--- config.mk ---
export PLATFORM = sky130hd
export DESIGN_NAME = o_table_ctrl
export DESIGN_NICKNAME = d
export VERILOG_FILES = /design/src/rtl/o_table_ctrl.sv
export SDC_FILE = /design/constraint.sdc
export NUM_CORES = 1
export LEC_CHECK = 0
export ABC_CLOCK_PERIOD_IN_PS = 1600
export CAP_MARGIN = 0
export CELL_PAD_IN_SITES_DETAIL_PLACEMENT = 0
export CELL_PAD_IN_SITES_GLOBAL_PLACEMENT = 1
export CORE_ASPECT_RATIO = 0.8
export CORE_MARGIN = 2
export CORE_UTILIZATION = 31
export DETAILED_ROUTE_END_ITERATION = 16
export PLACE_DENSITY = 0.8
export SLEW_MARGIN = 20
export SYNTH_ARGS = -nofsm -noshare
export SYNTH_HDL_FRONTEND = slang
export SYNTH_SLANG_ARGS = --single-unit
export TNS_END_PERCENT = 5
--- constraint.sdc ---
create_clock -name pix_clk -period 1.6 [get_ports pix_clk]
set_clock_uncertainty 0.15 [all_clocks]
set_input_delay 0.16 -clock pix_clk [delete_from_list [all_inputs] [get_ports pix_clk]]
set_output_delay 0.16 -clock pix_clk [all_outputs]
set_load 0.03 [all_outputs]
--- src/rtl/o_table_ctrl.sv ---
// ============================================================================
// o_table_ctrl
//
// Purpose
//   Controller for the ODC offset table. It serialises two kinds of traffic
//   onto a single table access port:
//     * bulk loads from a byte-stream loader: 256 MSB-table bytes
//       (addresses 0x000..0x0FF) followed by 32 LSB-table bytes
//       (0x100..0x11F);
//     * single host reads and writes.
//   While a load is running, lookups are disabled and host requests wait.
//   Host reads wait for the table's read acknowledge. If no acknowledge
//   arrives within RD_TIMEOUT cycles, the read finishes with an error and
//   the data byte 8'hEE.
//
// Optional feature (macro O_TABLE_CTRL_CHKSUM_EN)
//   When defined, a modulo-256 sum of all 288 table bytes is accumulated.
//   After the table bytes, one extra checksum byte is taken from the stream
//   in state LD_SUM. This byte is not written to the table. A mismatch sets
//   load_err, which stays set until the next accepted load_start. When the
//   macro is undefined, load_err is tied low.
//
// Ports
//   pix_clk, rst_n        clock (rising edge); async active-low reset
//   host_req/host_wr      host request, 1 = write
//   host_addr/host_wdata  9-bit table address (bit8 = LSB table), write data
//   host_gnt              pulse in the cycle the host access reaches the table
//   host_rdata/rvalid/rerr  read result (registered), valid pulse, timeout flag
//   load_start            pulse that starts a bulk load
//   ld_valid/ld_data/ld_ready  loader stream; a byte moves on valid & ready
//   load_busy/done/err    load status
//   lkup_en               lookup enable, always the inverse of load_busy
//   tab_init              one-cycle table init strobe at the start of a load
//   o_reg_sel/o_reg_wr    table access select / write
//   o_reg_op_addr/o_reg_wr_data  table address / write data (held when idle)
//   table_mem_rd_data/rd_ok  table read data / read acknowledge
// ============================================================================
module o_table_ctrl #(
   parameter int RD_TIMEOUT = 15
) (
   input  logic       pix_clk,
   input  logic       rst_n,
   input  logic       host_req,
   input  logic       host_wr,
   input  logic [8:0] host_addr,
   input  logic [7:0] host_wdata,
   output logic       host_gnt,
   output logic [7:0] host_rdata,
   output logic       host_rvalid,
   output logic       host_rerr,
   input  logic       load_start,
   input  logic       ld_valid,
   input  logic [7:0] ld_data,
   output logic       ld_ready,
   output logic       load_busy,
   output logic       load_done,
   output logic       load_err,
   output logic       lkup_en,
   output logic       tab_init,
   output logic       o_reg_sel,
   output logic       o_reg_wr,
   output logic [8:0] o_reg_op_addr,
   output logic [7:0] o_reg_wr_data,
   input  logic [7:0] table_mem_rd_data,
   input  logic       table_mem_rd_ok
);

   // The timer counts 0..RD_TIMEOUT-1.
   localparam int TW = (RD_TIMEOUT < 2) ? 1 : $clog2(RD_TIMEOUT);
   localparam logic [TW-1:0] TMR_LAST = TW'(RD_TIMEOUT - 1);

   typedef enum logic [3:0] {
      IDLE,
      INIT,
      LD_MSB,
      LD_LSB,
`ifdef O_TABLE_CTRL_CHKSUM_EN
      LD_SUM,
`endif
      HOST_WR,
      HOST_RD,
      RD_WAIT,
      RD_DATA
   } state_t;

   state_t          state_q, state_d;
   logic [7:0]      cnt_q, cnt_d;
   logic [TW-1:0]   tmr_q, tmr_d;
   logic [8:0]      addr_q;
   logic [7:0]      wdata_q;
   logic [7:0]      rdata_q, rdata_d;
   logic            rvalid_q, rvalid_d;
   logic            rerr_q, rerr_d;
   logic            done_q, done_d;
`ifdef O_TABLE_CTRL_CHKSUM_EN
   logic [7:0]      sum_q, sum_d;
   logic            err_q, err_d;
`endif

   // -------------------------------------------------------------------------
   // Next state and outputs
   // -------------------------------------------------------------------------
   always_comb begin
      state_d       = state_q;
      cnt_d         = cnt_q;
      tmr_d         = tmr_q;
      rdata_d       = rdata_q;
      rvalid_d      = 1'b0;
      rerr_d        = 1'b0;
      done_d        = 1'b0;
`ifdef O_TABLE_CTRL_CHKSUM_EN
      sum_d         = sum_q;
      err_d         = err_q;
`endif
      tab_init      = 1'b0;
      o_reg_sel     = 1'b0;
      o_reg_wr      = 1'b0;
      // The table address and write data hold their last value unless a
      // strobe drives them.
      o_reg_op_addr = addr_q;
      o_reg_wr_data = wdata_q;
      host_gnt      = 1'b0;
      ld_ready      = 1'b0;

      case (state_q)
         IDLE: begin
            // A load has priority over a host request in the same cycle.
            if (load_start) begin
               state_d = INIT;
`ifdef O_TABLE_CTRL_CHKSUM_EN
               err_d   = 1'b0;
`endif
            end else if (host_req) begin
               state_d = host_wr ? HOST_WR : HOST_RD;
            end
         end

         INIT: begin
            tab_init = 1'b1;
            cnt_d    = '0;
`ifdef O_TABLE_CTRL_CHKSUM_EN
            sum_d    = '0;
`endif
            state_d  = LD_MSB;
         end

         LD_MSB: begin
            ld_ready = 1'b1;
            if (ld_valid) begin
               o_reg_sel     = 1'b1;
               o_reg_wr      = 1'b1;
               o_reg_op_addr = {1'b0, cnt_q};
               o_reg_wr_data = ld_data;
               // Wraps naturally from 255 back to 0 for the LSB phase.
               cnt_d         = cnt_q + 8'd1;
`ifdef O_TABLE_CTRL_CHKSUM_EN
               sum_d         = sum_q + ld_data;
`endif
               if (cnt_q == 8'hFF) state_d = LD_LSB;
            end
         end

         LD_LSB: begin
            ld_ready = 1'b1;
            if (ld_valid) begin
               o_reg_sel     = 1'b1;
               o_reg_wr      = 1'b1;
               o_reg_op_addr = {4'b1000, cnt_q[4:0]};
               o_reg_wr_data = ld_data;
`ifdef O_TABLE_CTRL_CHKSUM_EN
               sum_d         = sum_q + ld_data;
`endif
               if (cnt_q == 8'd31) begin
                  cnt_d   = '0;
`ifdef O_TABLE_CTRL_CHKSUM_EN
                  state_d = LD_SUM;
`else
                  done_d  = 1'b1;
                  state_d = IDLE;
`endif
               end else begin
                  cnt_d = cnt_q + 8'd1;
               end
            end
         end

`ifdef O_TABLE_CTRL_CHKSUM_EN
         LD_SUM: begin
            // The checksum byte is only compared. It is not written to the table.
            ld_ready = 1'b1;
            if (ld_valid) begin
               err_d   = (ld_data != sum_q);
               done_d  = 1'b1;
               state_d = IDLE;
            end
         end
`endif

         HOST_WR: begin
            o_reg_sel     = 1'b1;
            o_reg_wr      = 1'b1;
            o_reg_op_addr = host_addr;
            o_reg_wr_data = host_wdata;
            host_gnt      = 1'b1;
            state_d       = IDLE;
         end

         HOST_RD: begin
            o_reg_sel     = 1'b1;
            o_reg_op_addr = host_addr;
            host_gnt      = 1'b1;
            tmr_d         = '0;
            state_d       = RD_WAIT;
         end

         RD_WAIT: begin
            // An acknowledge in the last allowed cycle still wins over the timeout.
            if (table_mem_rd_ok) begin
               tmr_d   = '0;
               state_d = RD_DATA;
            end else if (tmr_q == TMR_LAST) begin
               tmr_d    = '0;
               rdata_d  = 8'hEE;
               rvalid_d = 1'b1;
               rerr_d   = 1'b1;
               state_d  = IDLE;
            end else begin
               tmr_d = tmr_q + TW'(1);
            end
         end

         RD_DATA: begin
            // The table returns its data in the cycle after rd_ok.
            rdata_d  = table_mem_rd_data;
            rvalid_d = 1'b1;
            state_d  = IDLE;
         end

         default: state_d = IDLE;
      endcase
   end

   assign load_busy = (state_q == INIT) || (state_q == LD_MSB) || (state_q == LD_LSB)
`ifdef O_TABLE_CTRL_CHKSUM_EN
                      || (state_q == LD_SUM)
`endif
                      ;
   assign lkup_en     = ~load_busy;
   assign host_rdata  = rdata_q;
   assign host_rvalid = rvalid_q;
   assign host_rerr   = rerr_q;
   assign load_done   = done_q;
`ifdef O_TABLE_CTRL_CHKSUM_EN
   assign load_err    = err_q;
`else
   assign load_err    = 1'b0;
`endif

   // -------------------------------------------------------------------------
   // State registers
   // -------------------------------------------------------------------------
   always_ff @(posedge pix_clk or negedge rst_n) begin
      if (!rst_n) begin
         state_q  <= IDLE;
         cnt_q    <= '0;
         tmr_q    <= '0;
         addr_q   <= '0;
         wdata_q  <= '0;
         rdata_q  <= '0;
         rvalid_q <= 1'b0;
         rerr_q   <= 1'b0;
         done_q   <= 1'b0;
      end else begin
         state_q  <= state_d;
         cnt_q    <= cnt_d;
         tmr_q    <= tmr_d;
         addr_q   <= o_reg_op_addr;
         wdata_q  <= o_reg_wr_data;
         rdata_q  <= rdata_d;
         rvalid_q <= rvalid_d;
         rerr_q   <= rerr_d;
         done_q   <= done_d;
      end
   end

`ifdef O_TABLE_CTRL_CHKSUM_EN
   always_ff @(posedge pix_clk or negedge rst_n) begin
      if (!rst_n) begin
         sum_q <= '0;
         err_q <= 1'b0;
      end else begin
         sum_q <= sum_d;
         err_q <= err_d;
      end
   end
`endif

endmodule
==> reports/qor.yml <==
sta:
  fmax_mhz: 493.8
  slew_viol_final: 0
  tns_ns: -7.924
  period_needed_ns: 2.025
  post-route-period-util: 1.266
  rsz0062_at_grt: "true"
  finalSetupViolCount: 33
  hold_viol_final: 0
  fin_ws_ns: -0.4253
  holdWs_ns: 0.1994
layout:
  post-route-util: 0.5249
  fillers: 671
  layout-drive-gt1-share: 0.3909
  regArea_sq_um: 1077
  finalNonFillerCells: 443
  num_antenna_cells: 0
  syn2layout_area_growth_pct: 66.32
  multi_input_area_sq_um: 1251
  fin_nets: 395
clock_tree:
  clk_pin_slew_ns: 0.08
  clockRootBuffer: "clkbuf_8"
  cts_sinks: 43
  clk_path_buf_depth: 2
  cts_tree: "yes"
  htreeDepth: 2
  worstSkewPairLatency_ns: 0.29
  cts_buffers: 5
critical_path:
  reg2reg_to: "wdata_q[3]"
  cp_top_family: "buffers and inverters"
  worstPathMaxFanout: 4
  path_class: "reg -> out"
  crit_buf_inv: 5
  timing.critical_path.mode_cell: "buf_6"
  crit_required_ns: 1.29
  worstPathArrival_ns: 1.72
  rr_startpoint: "state_q[2]"
  end_kind: "output port"
  crit_path_top_delay_cell: "dfrtp_1"
  slowest_delay_ns: 0.39
  start_kind: "flop"
  path_cells: "buf_6 -> inv_4 -> buf_6 -> nor3_4 -> buf_4 -> a22o_1 -> a21o_1 -> buf_6"
  reg2reg_slack_ns: -0.18
  reg2reg_depth: 9
floorplan:
  die_h_um: 81.04
  initial_utilization: 0.3156
  core_sq_um: 7287
  die_w_um: 100.3
  rows: 28
  io_pins: 76
  dieArea_sq_um: 8127
logic_synthesis:
  synth_cells: 224
  synth_xor_area_frac: 0.007617
  ys_types: 46
  ys.flop_type: "dfrtp_1"
  synthSimpleGateAreaFrac: 0.1610
  synth_edf_count: 0
  synth_area_sq_um: 2300
  muxShareOfSynthArea: 0.06801
  ys_warn_count: 0
  async_flop_share: 1.000
  synth.avg_cell_area_sq_um: 10.27
  synth_compound_area_frac: 0.2252
  yosysSeqAreaShare: 0.4679
  synth_fa_ha_area_frac: 0.01632
  syn_nets: 267
  synth_top_family_by_area: "compound AO/OA/AOI/OAI gates"
  ys_seq_elements: 43
min_path:
  hp-class: "in -> async"
run_status:
  violations: "setup timing"
  status: "finished, violations left"
place:
  place_ws_ns: -0.3387
  place_hpwl_mm: 4.572
  dp_cells: 428
  numPortBuffers: 74
  routabilityCongestion: 0.7787
global_routing:
  grt_pass1_vias: 2170
  grt.total_usage: 0.1591
  grt_pass1_wl_mm: 10.34
  grt_max_degree: 27
  gr-total-overflow: 0
  antenna_found_initial: 0
drt:
  routed_wl_mm: 5.931
  drc_errors: 0
  via_per_inst: 4.837
  drt-initial-drc-count: 87
  drtAntennaViolNets: 0
  drtPass1Iterations: 4
  wire_per_inst_um: 13.39
  vias: 2143
power_and_ir_drop:
  p_leak_nw: 1.830
  powerDensity_nw_per_um2: 1834
  peakVddDrop_mv: 1.018
run:
  cap_violations: 0
worst max-delay path by stage:
stage,startpoint,to,slack [ns],depth (start not counted)
global route,state_q[2],o_reg_wr_data[5],-0.55,8
detailed placement,ld_valid,cnt_q[3],-0.34,7
global placement,ld_valid,o_reg_sel,-0.31,4
floorplan,state_q[1],lkup_en,-0.18,5
finish,state_q[2],o_reg_wr_data[5],-0.43,8
CTS,state_q[2],o_reg_wr_data[3],-0.44,8
registers in the layout (all words and copies together) (netlist names):
name,count
host_rdata,8
tmr_q,4
cnt_q,8
host_rerr,1
load_done,1
host_rvalid,1
addr_q,9
state_q,3
wdata_q,8
cell usage in the layout (no fill, tap or decap), types with 9 or more instances in the layout:
cell type / netlist / layout
mux2i_1: 10 / 10
dfrtp_1: 43 / 42
nand2_1: 15 / 14
a21oi_1: 11 / 9
buf_6: 4 / 25
nor2_1: 16 / 12
clkdlybuf4s50_1: 0 / 38
dlygate4sd2_1: 0 / 10
buf_4: 1 / 52
nand3_1: 10 / 9
o21ai_2: 0 / 10
a22o_1: 10 / 10
worst reg2reg max path: cells and delay by family (launching register included):
kind | cells | cell delay (ns)
AO/OA/AOI/OAI | 2 | 0.40
buffers and inverters | 6 | 0.67
flip-flops | 1 | 0.41
AND/OR/NAND/NOR | 1 | 0.04
metrics by stage:
stage                     instance area [sq um]  power [mW]
after global placement                     3417       5.650
final                                      3825       7.013
after detailed placement                   3417       5.720
after global routing                       3825       7.520
after floorplan                            2305       4.060
after CTS                                  3724       6.897
layout make-up:
cell class                 count  share of cell area
multi-input combinational    160              0.3271
timing repair buffer         134              0.3271
sequential                    43              0.2816
tap                           90             0.02944
clock buffer                   8             0.02617
inverter                       8            0.008505
synthesized netlist by cell type, types with 3 or more instances:
cell type,count,area [sq um]
dfrtp_1,43,1076
a22o_1,10,87.58
or3_1,4,25.02
a21oi_1,11,55.05
mux2_2,5,56.30
o21ai_0,24,120.1
o22a_1,6,52.55
nor2_1,16,60.06
mux2i_1,10,100.1
buf_6,4,45.04
ha_1,3,37.54
nor2b_1,3,18.77
nand2_1,15,56.30
nand4_1,3,18.77
nand3_1,10,50.05
a21o_1,9,67.56
inv_1,6,22.52
buf_2,6,30.03
cell families after synthesis:
logic type / count (synthesis)
buffers and inverters: 21
adder cells (fa/ha/maj): 3
AND/OR/NAND/NOR: 68
multiplexers: 15
other: 1
flip-flops: 43
AO/OA/AOI/OAI: 71
XOR/XNOR: 2
layer usage:
metal / GRT usage / wire (um) / vias to the layer above
met3: 0.03270 / 262 / 2
met5: 0 / 0 / -
met4: 0.02877 / 24 / 0
met2: 0.2839 / 3022 / 40
li1: - / - / 1067
met1: 0.2028 / 2622 / 1034
repair_timing:
action | in CTS | in global routing
endpoints found under the hold margin | 17 | 0
gates cloned | 0 | 0
buffers inserted | 6 | 0
gates resized for setup | 61 | 34
endpoints found under the setup margin | 58 | 53
hold buffers | 1 | 0
pin swaps | 3 | 15
power breakdown:
group	leakage, nW	switching [mW]	internal [mW]
sequential	0.538	0.255	1.52
combinational	1.24	2.31	2.16
clock	0.0515	0.369	0.395
total	1.83	2.94	4.07
Power figures use the tool's default switching activity.
